$ cat config.mk
export PLATFORM = sky130hd
export DESIGN_NAME = gyro_spi_byte_master_flat
export DESIGN_NICKNAME = d
export VERILOG_FILES = /design/src/rtl/gyro_spi_byte_master_if.sv /design/src/rtl/gyro_spi_byte_master.sv /design/src/flat_wrapper.sv
export SDC_FILE = /design/constraint.sdc
export NUM_CORES = 1
export LEC_CHECK = 0
export ABC_AREA = 1
export CORE_ASPECT_RATIO = 1.75
export CORE_MARGIN = 5
export CORE_UTILIZATION = 39
export CTS_BUF_LIST = sky130_fd_sc_hd__clkbuf_4
export DETAILED_ROUTE_END_ITERATION = 7
export GPL_ROUTABILITY_DRIVEN = 0
export GPL_TIMING_DRIVEN = 0
export REMOVE_ABC_BUFFERS = 1
export SYNTH_ARGS = -nofsm -noshare
export SYNTH_HDL_FRONTEND = slang
export SYNTH_SLANG_ARGS = --single-unit
$ cat constraint.sdc
create_clock -name clk -period 1.85 [get_ports clk]
set_input_delay 0.37 -clock clk [delete_from_list [all_inputs] [get_ports clk]]
set_output_delay 0.37 -clock clk [all_outputs]
set_load 0.02 [all_outputs]
$ cat src/rtl/gyro_spi_byte_master_if.sv
// rtl/gyro_spi_byte_master_if.sv - byte request handshake and SPI pins of the gyro byte engine
interface gyro_spi_byte_master_if;
    logic       begin_transmission;
    logic [7:0] send_data;
    logic [7:0] recieved_data;
    logic       end_transmission;
    logic       busy;
    logic       sclk;
    logic       mosi;
    logic       miso;

    // master: the polling FSM issuing bytes and the gyro driving miso
    modport master (
        output begin_transmission,
        output send_data,
        output miso,
        input  recieved_data,
        input  end_transmission,
        input  busy,
        input  sclk,
        input  mosi
    );

    // slave: the byte engine itself
    modport slave (
        input  begin_transmission,
        input  send_data,
        input  miso,
        output recieved_data,
        output end_transmission,
        output busy,
        output sclk,
        output mosi
    );
endinterface

$ cat src/rtl/gyro_spi_byte_master.sv
// rtl/gyro_spi_byte_master.sv - mode 3 SPI byte shifter, MSB first, one byte per request
module gyro_spi_byte_master #(
    parameter int CLK_DIV = 4
) (
    input  logic                  clk,
    input  logic                  rst,
    gyro_spi_byte_master_if.slave bus
);
    typedef enum logic {
        IDLE = 1'b0,
        XFER = 1'b1
    } state_t;

    localparam logic [7:0] DIV_LAST = 8'(CLK_DIV - 1);

    state_t     state_q, state_n;
    logic [7:0] div_cnt_q, div_cnt_n;
    logic [2:0] bit_cnt_q, bit_cnt_n;
    logic [7:0] tx_shift_q, tx_shift_n;
    logic [7:0] rx_shift_q, rx_shift_n;
    logic [7:0] rx_data_q, rx_data_n;
    logic       sclk_q, sclk_n;
    logic       mosi_q, mosi_n;
    logic       end_q, end_n;
    logic       busy_q, busy_n;
    logic       tick;

    assign tick = (div_cnt_q == DIV_LAST);

    always_ff @(posedge clk or posedge rst) begin
        if (rst) begin
            state_q    <= IDLE;
            div_cnt_q  <= 8'd0;
            bit_cnt_q  <= 3'd0;
            tx_shift_q <= 8'd0;
            rx_shift_q <= 8'd0;
            rx_data_q  <= 8'd0;
            sclk_q     <= 1'b1;
            mosi_q     <= 1'b1;
            end_q      <= 1'b0;
            busy_q     <= 1'b0;
        end else begin
            state_q    <= state_n;
            div_cnt_q  <= div_cnt_n;
            bit_cnt_q  <= bit_cnt_n;
            tx_shift_q <= tx_shift_n;
            rx_shift_q <= rx_shift_n;
            rx_data_q  <= rx_data_n;
            sclk_q     <= sclk_n;
            mosi_q     <= mosi_n;
            end_q      <= end_n;
            busy_q     <= busy_n;
        end
    end

    always_comb begin
        state_n    = state_q;
        div_cnt_n  = div_cnt_q;
        bit_cnt_n  = bit_cnt_q;
        tx_shift_n = tx_shift_q;
        rx_shift_n = rx_shift_q;
        rx_data_n  = rx_data_q;
        sclk_n     = sclk_q;
        mosi_n     = mosi_q;
        end_n      = 1'b0;
        busy_n     = busy_q;

        case (state_q)
            IDLE: begin
                sclk_n = 1'b1;
                busy_n = 1'b0;
                if (bus.begin_transmission) begin
                    tx_shift_n = bus.send_data;
                    mosi_n     = bus.send_data[7];
                    div_cnt_n  = 8'd0;
                    bit_cnt_n  = 3'd0;
                    busy_n     = 1'b1;
                    state_n    = XFER;
                end
            end
            XFER: begin
                div_cnt_n = tick ? 8'd0 : div_cnt_q + 8'd1;
                if (tick) begin
                    if (sclk_q) begin
                        // first fall re-presents bit 7 so mosi gets a full half-period of setup
                        sclk_n     = 1'b0;
                        mosi_n     = tx_shift_q[7];
                        tx_shift_n = {tx_shift_q[6:0], 1'b0};
                    end else begin
                        sclk_n     = 1'b1;
                        rx_shift_n = {rx_shift_q[6:0], bus.miso};
                        bit_cnt_n  = bit_cnt_q + 3'd1;
                        if (bit_cnt_q == 3'd7) begin
                            rx_data_n = {rx_shift_q[6:0], bus.miso};
                            end_n     = 1'b1;
                            busy_n    = 1'b0;
                            mosi_n    = 1'b1;
                            state_n   = IDLE;
                        end
                    end
                end
            end
            default: state_n = IDLE;
        endcase
    end

    assign bus.sclk             = sclk_q;
    assign bus.mosi             = mosi_q;
    assign bus.recieved_data    = rx_data_q;
    assign bus.end_transmission = end_q;
    assign bus.busy             = busy_q;
endmodule

$ cat src/flat_wrapper.sv
// flat-port wrapper written by rule: the top's interface ports become plain ports
module gyro_spi_byte_master_flat 
#(
    parameter int CLK_DIV = 4
)
  (clk, rst, bus_begin_transmission, bus_send_data, bus_miso, bus_recieved_data, bus_end_transmission, bus_busy, bus_sclk, bus_mosi);
  gyro_spi_byte_master_if bus_i ();
  input  logic clk;
  input  logic rst;
  input wire logic [$bits(bus_i.begin_transmission)-1:0] bus_begin_transmission;
  input wire logic [$bits(bus_i.send_data)-1:0] bus_send_data;
  input wire logic [$bits(bus_i.miso)-1:0] bus_miso;
  output wire logic [$bits(bus_i.recieved_data)-1:0] bus_recieved_data;
  output wire logic [$bits(bus_i.end_transmission)-1:0] bus_end_transmission;
  output wire logic [$bits(bus_i.busy)-1:0] bus_busy;
  output wire logic [$bits(bus_i.sclk)-1:0] bus_sclk;
  output wire logic [$bits(bus_i.mosi)-1:0] bus_mosi;
  assign bus_i.begin_transmission = bus_begin_transmission;
  assign bus_i.send_data = bus_send_data;
  assign bus_i.miso = bus_miso;
  assign bus_recieved_data = bus_i.recieved_data;
  assign bus_end_transmission = bus_i.end_transmission;
  assign bus_busy = bus_i.busy;
  assign bus_sclk = bus_i.sclk;
  assign bus_mosi = bus_i.mosi;
  gyro_spi_byte_master #(.CLK_DIV(CLK_DIV)) u_core (.clk(clk), .rst(rst), .bus(bus_i));
endmodule
==> impl_metrics.json <==
{
  "flow.area_growth_from_synthesis_pct": 18.2,
  "worst_pin_slew_ns": 0.829,
  "mapped_cells": 234,
  "die_h_um": 104,
  "cts_tree": "yes",
  "ys.warnings.count": 0,
  "holdCritPathClass": "reg -> reg",
  "max-clock-path-buffers": 2,
  "final_core_util_pct": 46.9,
  "worst_ep_arrival_time_ns": 1.33,
  "global_route.overflow_total": 0,
  "post_synth_instance_area_um2": 1960,
  "post-route-period-util_pct": 92.2,
  "async_set_or_reset_register_ratio_after_synthesis_pct": 100,
  "wl_per_cell_um": 12.8,
  "ys_ff_latch": 39,
  "path_cells": "clkdlybuf4s50_1",
  "intPower_mw": 1.77,
  "core_area_um2": 4930,
  "critPathMaxFanout": 2,
  "io_buffer_count": 23,
  "antenna-diode-count": 0,
  "timing.critical_path.buf_inv": 1,
  "layout_min_cycle_time_ns": 1.70,
  "power_frac_comb_pct": 34.2,
  "power_per_cell_area_nw_per_um2": 1240,
  "startpoint_type": "flop",
  "synth_enable_flop_cells": 0,
  "fill_cells": 513,
  "unrepaired_setup_endpoints_after_global_routing": "false",
  "clockRootBuffer": "clkbuf_4",
  "max_cap_viol_count": 0,
  "worst_slew_margin_rel_pct": 44.7,
  "total_leakage_power_nw": 1.17,
  "outcome": "finished clean",
  "slowest_stage": "clkdlybuf4s50_1",
  "hold_ws_ns": 0.467,
  "synth.yosys.seq_area_share_pct": 49.9,
  "drc_violations_left": 0,
  "ys_types": 25,
  "path_clk_slew_ns": 0.12,
  "cts_sinks": 39,
  "initial_utilization_pct": 39.7,
  "finalNetCount": 275,
  "grt_start_max_net_pins": 40,
  "cts_hold_buf": 0,
  "antenna_found_initial": 0,
  "avgSynthCellArea_um2": 8.37,
  "row_count": 34,
  "cts_buffers": 5,
  "routed-via-count": 1578,
  "first_global_vias": 1650,
  "detail_route.first_pass.iterations": 4,
  "ant_nets": 0,
  "drive_above_1_share_pct": 15.4,
  "route.final.wire_length_mm": 4.03,
  "switching_power_mw": 1.10,
  "cp.required_ns": 1.48,
  "setup_slack_of_the_most_critical_reg_to_reg_path_ns": 0.17,
  "finalMaxSlewViolations": 0,
  "cts_htree_levels": 2,
  "finalClockSkew_ns": 0.0147,
  "worst-setup-path-type": "reg -> out",
  "die_x_um": 63.6,
  "avgViaCountPerCell": 5.03,
  "final-hold-violation-count": 0,
  "die-area_um2": 6600,
  "setup.worst_path.end_class": "primary output",
  "setup_viol": 0,
  "maximum_operating_frequency_mhz": 587,
  "worst_path_dominant_cell_family": "buffers and inverters",
  "global_route_wire_length_before_repair_mm": 7.30,
  "track_usage_pct": 13.5,
  "ys_dominant_reg_cell": "dfrtp_1",
  "power.ir.vdd_worst_mv": 0.617,
  "clock_group_share_of_total_power_pct": 19.5,
  "first_iter_violations": 47,
  "flop_pwr_share_pct": 46.3,
  "num_io_pins": 24,
  "clock_latency_ns": 0.34,
  "worst_path_largest_cell_delay_ns": 0.61,
  "share_of_total_power_consumed_by_net_switching_pct": 38.4,
  "dp_hpwl_mm": 2.87
}
[synthesized netlist by cell type (2+ instances only)]
cell type   n  area [um2]
nor2_4      3        33.8
buf_2       4        20.0
nand3_1    17        85.1
o21ai_0     7        35.0
nand3_2     9        90.1
dfstp_2     2        52.6
nand2_2     4        25.0
nand4_1    10        62.6
nand2_4     2        22.5
inv_2       4        15.0
dfrtp_1    37         926
inv_1      14        52.6
buf_4       2        15.0
nor2_1      7        26.3
ha_1        4        50.1
nand2_1    99         372
[cell families after synthesis]
| family | after synthesis | share of synthesized area [%] |
|---|---|---|
| xor+xnor | 2 | 0.894 |
| simple gates | 152 | 36.9 |
| flops | 39 | 49.9 |
| buf+inv | 25 | 6.00 |
| fa+ha+maj | 4 | 2.55 |
| compound gates | 12 | 3.70 |
[flip-flops by register name, indices dropped and copies added, names as in the netlist]
register / flops
u_core.bus.recieved_data: 8
u_core.div_cnt_q: 8
u_core.tx_shift_q: 8
u_core.rx_shift_q: 7
u_core.bit_cnt_q: 3
u_core.bus.busy: 1
u_core.bus.end_transmission: 1
u_core.bus.mosi: 1
u_core.bus.sclk: 1
u_core.state_q: 1
[per-stage QoR]
| step | setup slack (ns) | instances | power, mW | instance area [um2] | TNS, ns |
|---|---|---|---|---|---|
| CTS | 0.0125 | 314 | 2.90 | 2310 | 0 |
| floorplan | -0.122 | 227 | 2.04 | 1910 | -1.35 |
| finish | 0.145 | 314 | 2.87 | 2320 | 0 |
| global placement | -0.760 | 304 | 2.30 | 2210 | -29.46 |
| global route | 0.0154 | 314 | 3.11 | 2320 | 0 |
| detailed placement | -0.779 | 304 | 2.33 | 2210 | -17.78 |
[power groups by stage]
stage | Combinational, mW | Sequential, mW | Clock, mW
after floorplan | 0.695 | 1.34 | 0
after global placement | 0.966 | 1.33 | 0
after detailed placement | 0.994 | 1.34 | 0
after CTS | 0.993 | 1.33 | 0.584
after global routing | 1.12 | 1.37 | 0.617
final | 0.981 | 1.33 | 0.558
[worst min-delay path, delay by kind of cell (launching register included)]
family / cells / cell delay (ns)
flops: 1 / 0.38
simple gates: 2 / 0.09
[final cells by class]
class / instances / area, um2 / area share, %
sequential: 39 / 982 / 42.4
multi-input combinational: 170 / 876 / 37.8
timing repair buffer: 25 / 243 / 10.5
inverter: 18 / 71.3 / 3.08
tap: 54 / 67.6 / 2.92
clock inverter: 3 / 38.8 / 1.67
clock buffer: 5 / 37.5 / 1.62
[worst paths after layout]
kind	from	endpoint	cells after the start
worst max-delay path	u_core.bus.busy$_DFFE_PP0P_	bus_busy	1
worst min-delay path	u_core.bus.mosi$_DFFE_PP1P_	u_core.bus.mosi$_DFFE_PP1P_	2
worst max register to register	u_core.state_q$_DFF_PP0_	u_core.tx_shift_q[5]$_DFFE_PP0P_	6
worst min register to register	u_core.bus.mosi$_DFFE_PP1P_	u_core.bus.mosi$_DFFE_PP1P_	2
max in group asynchronous	rst	u_core.state_q$_DFF_PP0_	2
min in group asynchronous	rst	u_core.div_cnt_q[4]$_DFFE_PP0N_	2
[what timing repair did]
| item | in CTS | in global routing |
|---|---|---|
| resized for setup | 7 | 1 |
| setup buffers | 2 | 0 |
| endpoints found under the setup margin | 30 | 19 |
[layer usage]
| layer | track usage, % | share of wire, % | vias up |
|---|---|---|---|
| li1 | - | - | 800 |
| met1 | 14.1 | 38 | 746 |
| met2 | 24.8 | 55 | 23 |
| met3 | 2.71 | 3.7 | 9 |
| met4 | 6.39 | 2.8 | 0 |
| met5 | 0 | 0 | - |
[placed cells by master (no fill, tap or decap), drive strengths merged]
cell type,instances
nand2,105
dfrtp,37
nand3,26
clkdlybuf4s50,21
inv,17
nor2,11
nand4,10
o21ai,9
clkbuf,5
ha,4
dlygate4sd2,2
buf,2
dfstp,2
o22ai,2
clkinv,2
clkinvlp,1
a21oi,1
xnor2,1
xor2,1
bufinv,1
Power figures use the tool's default switching activity.
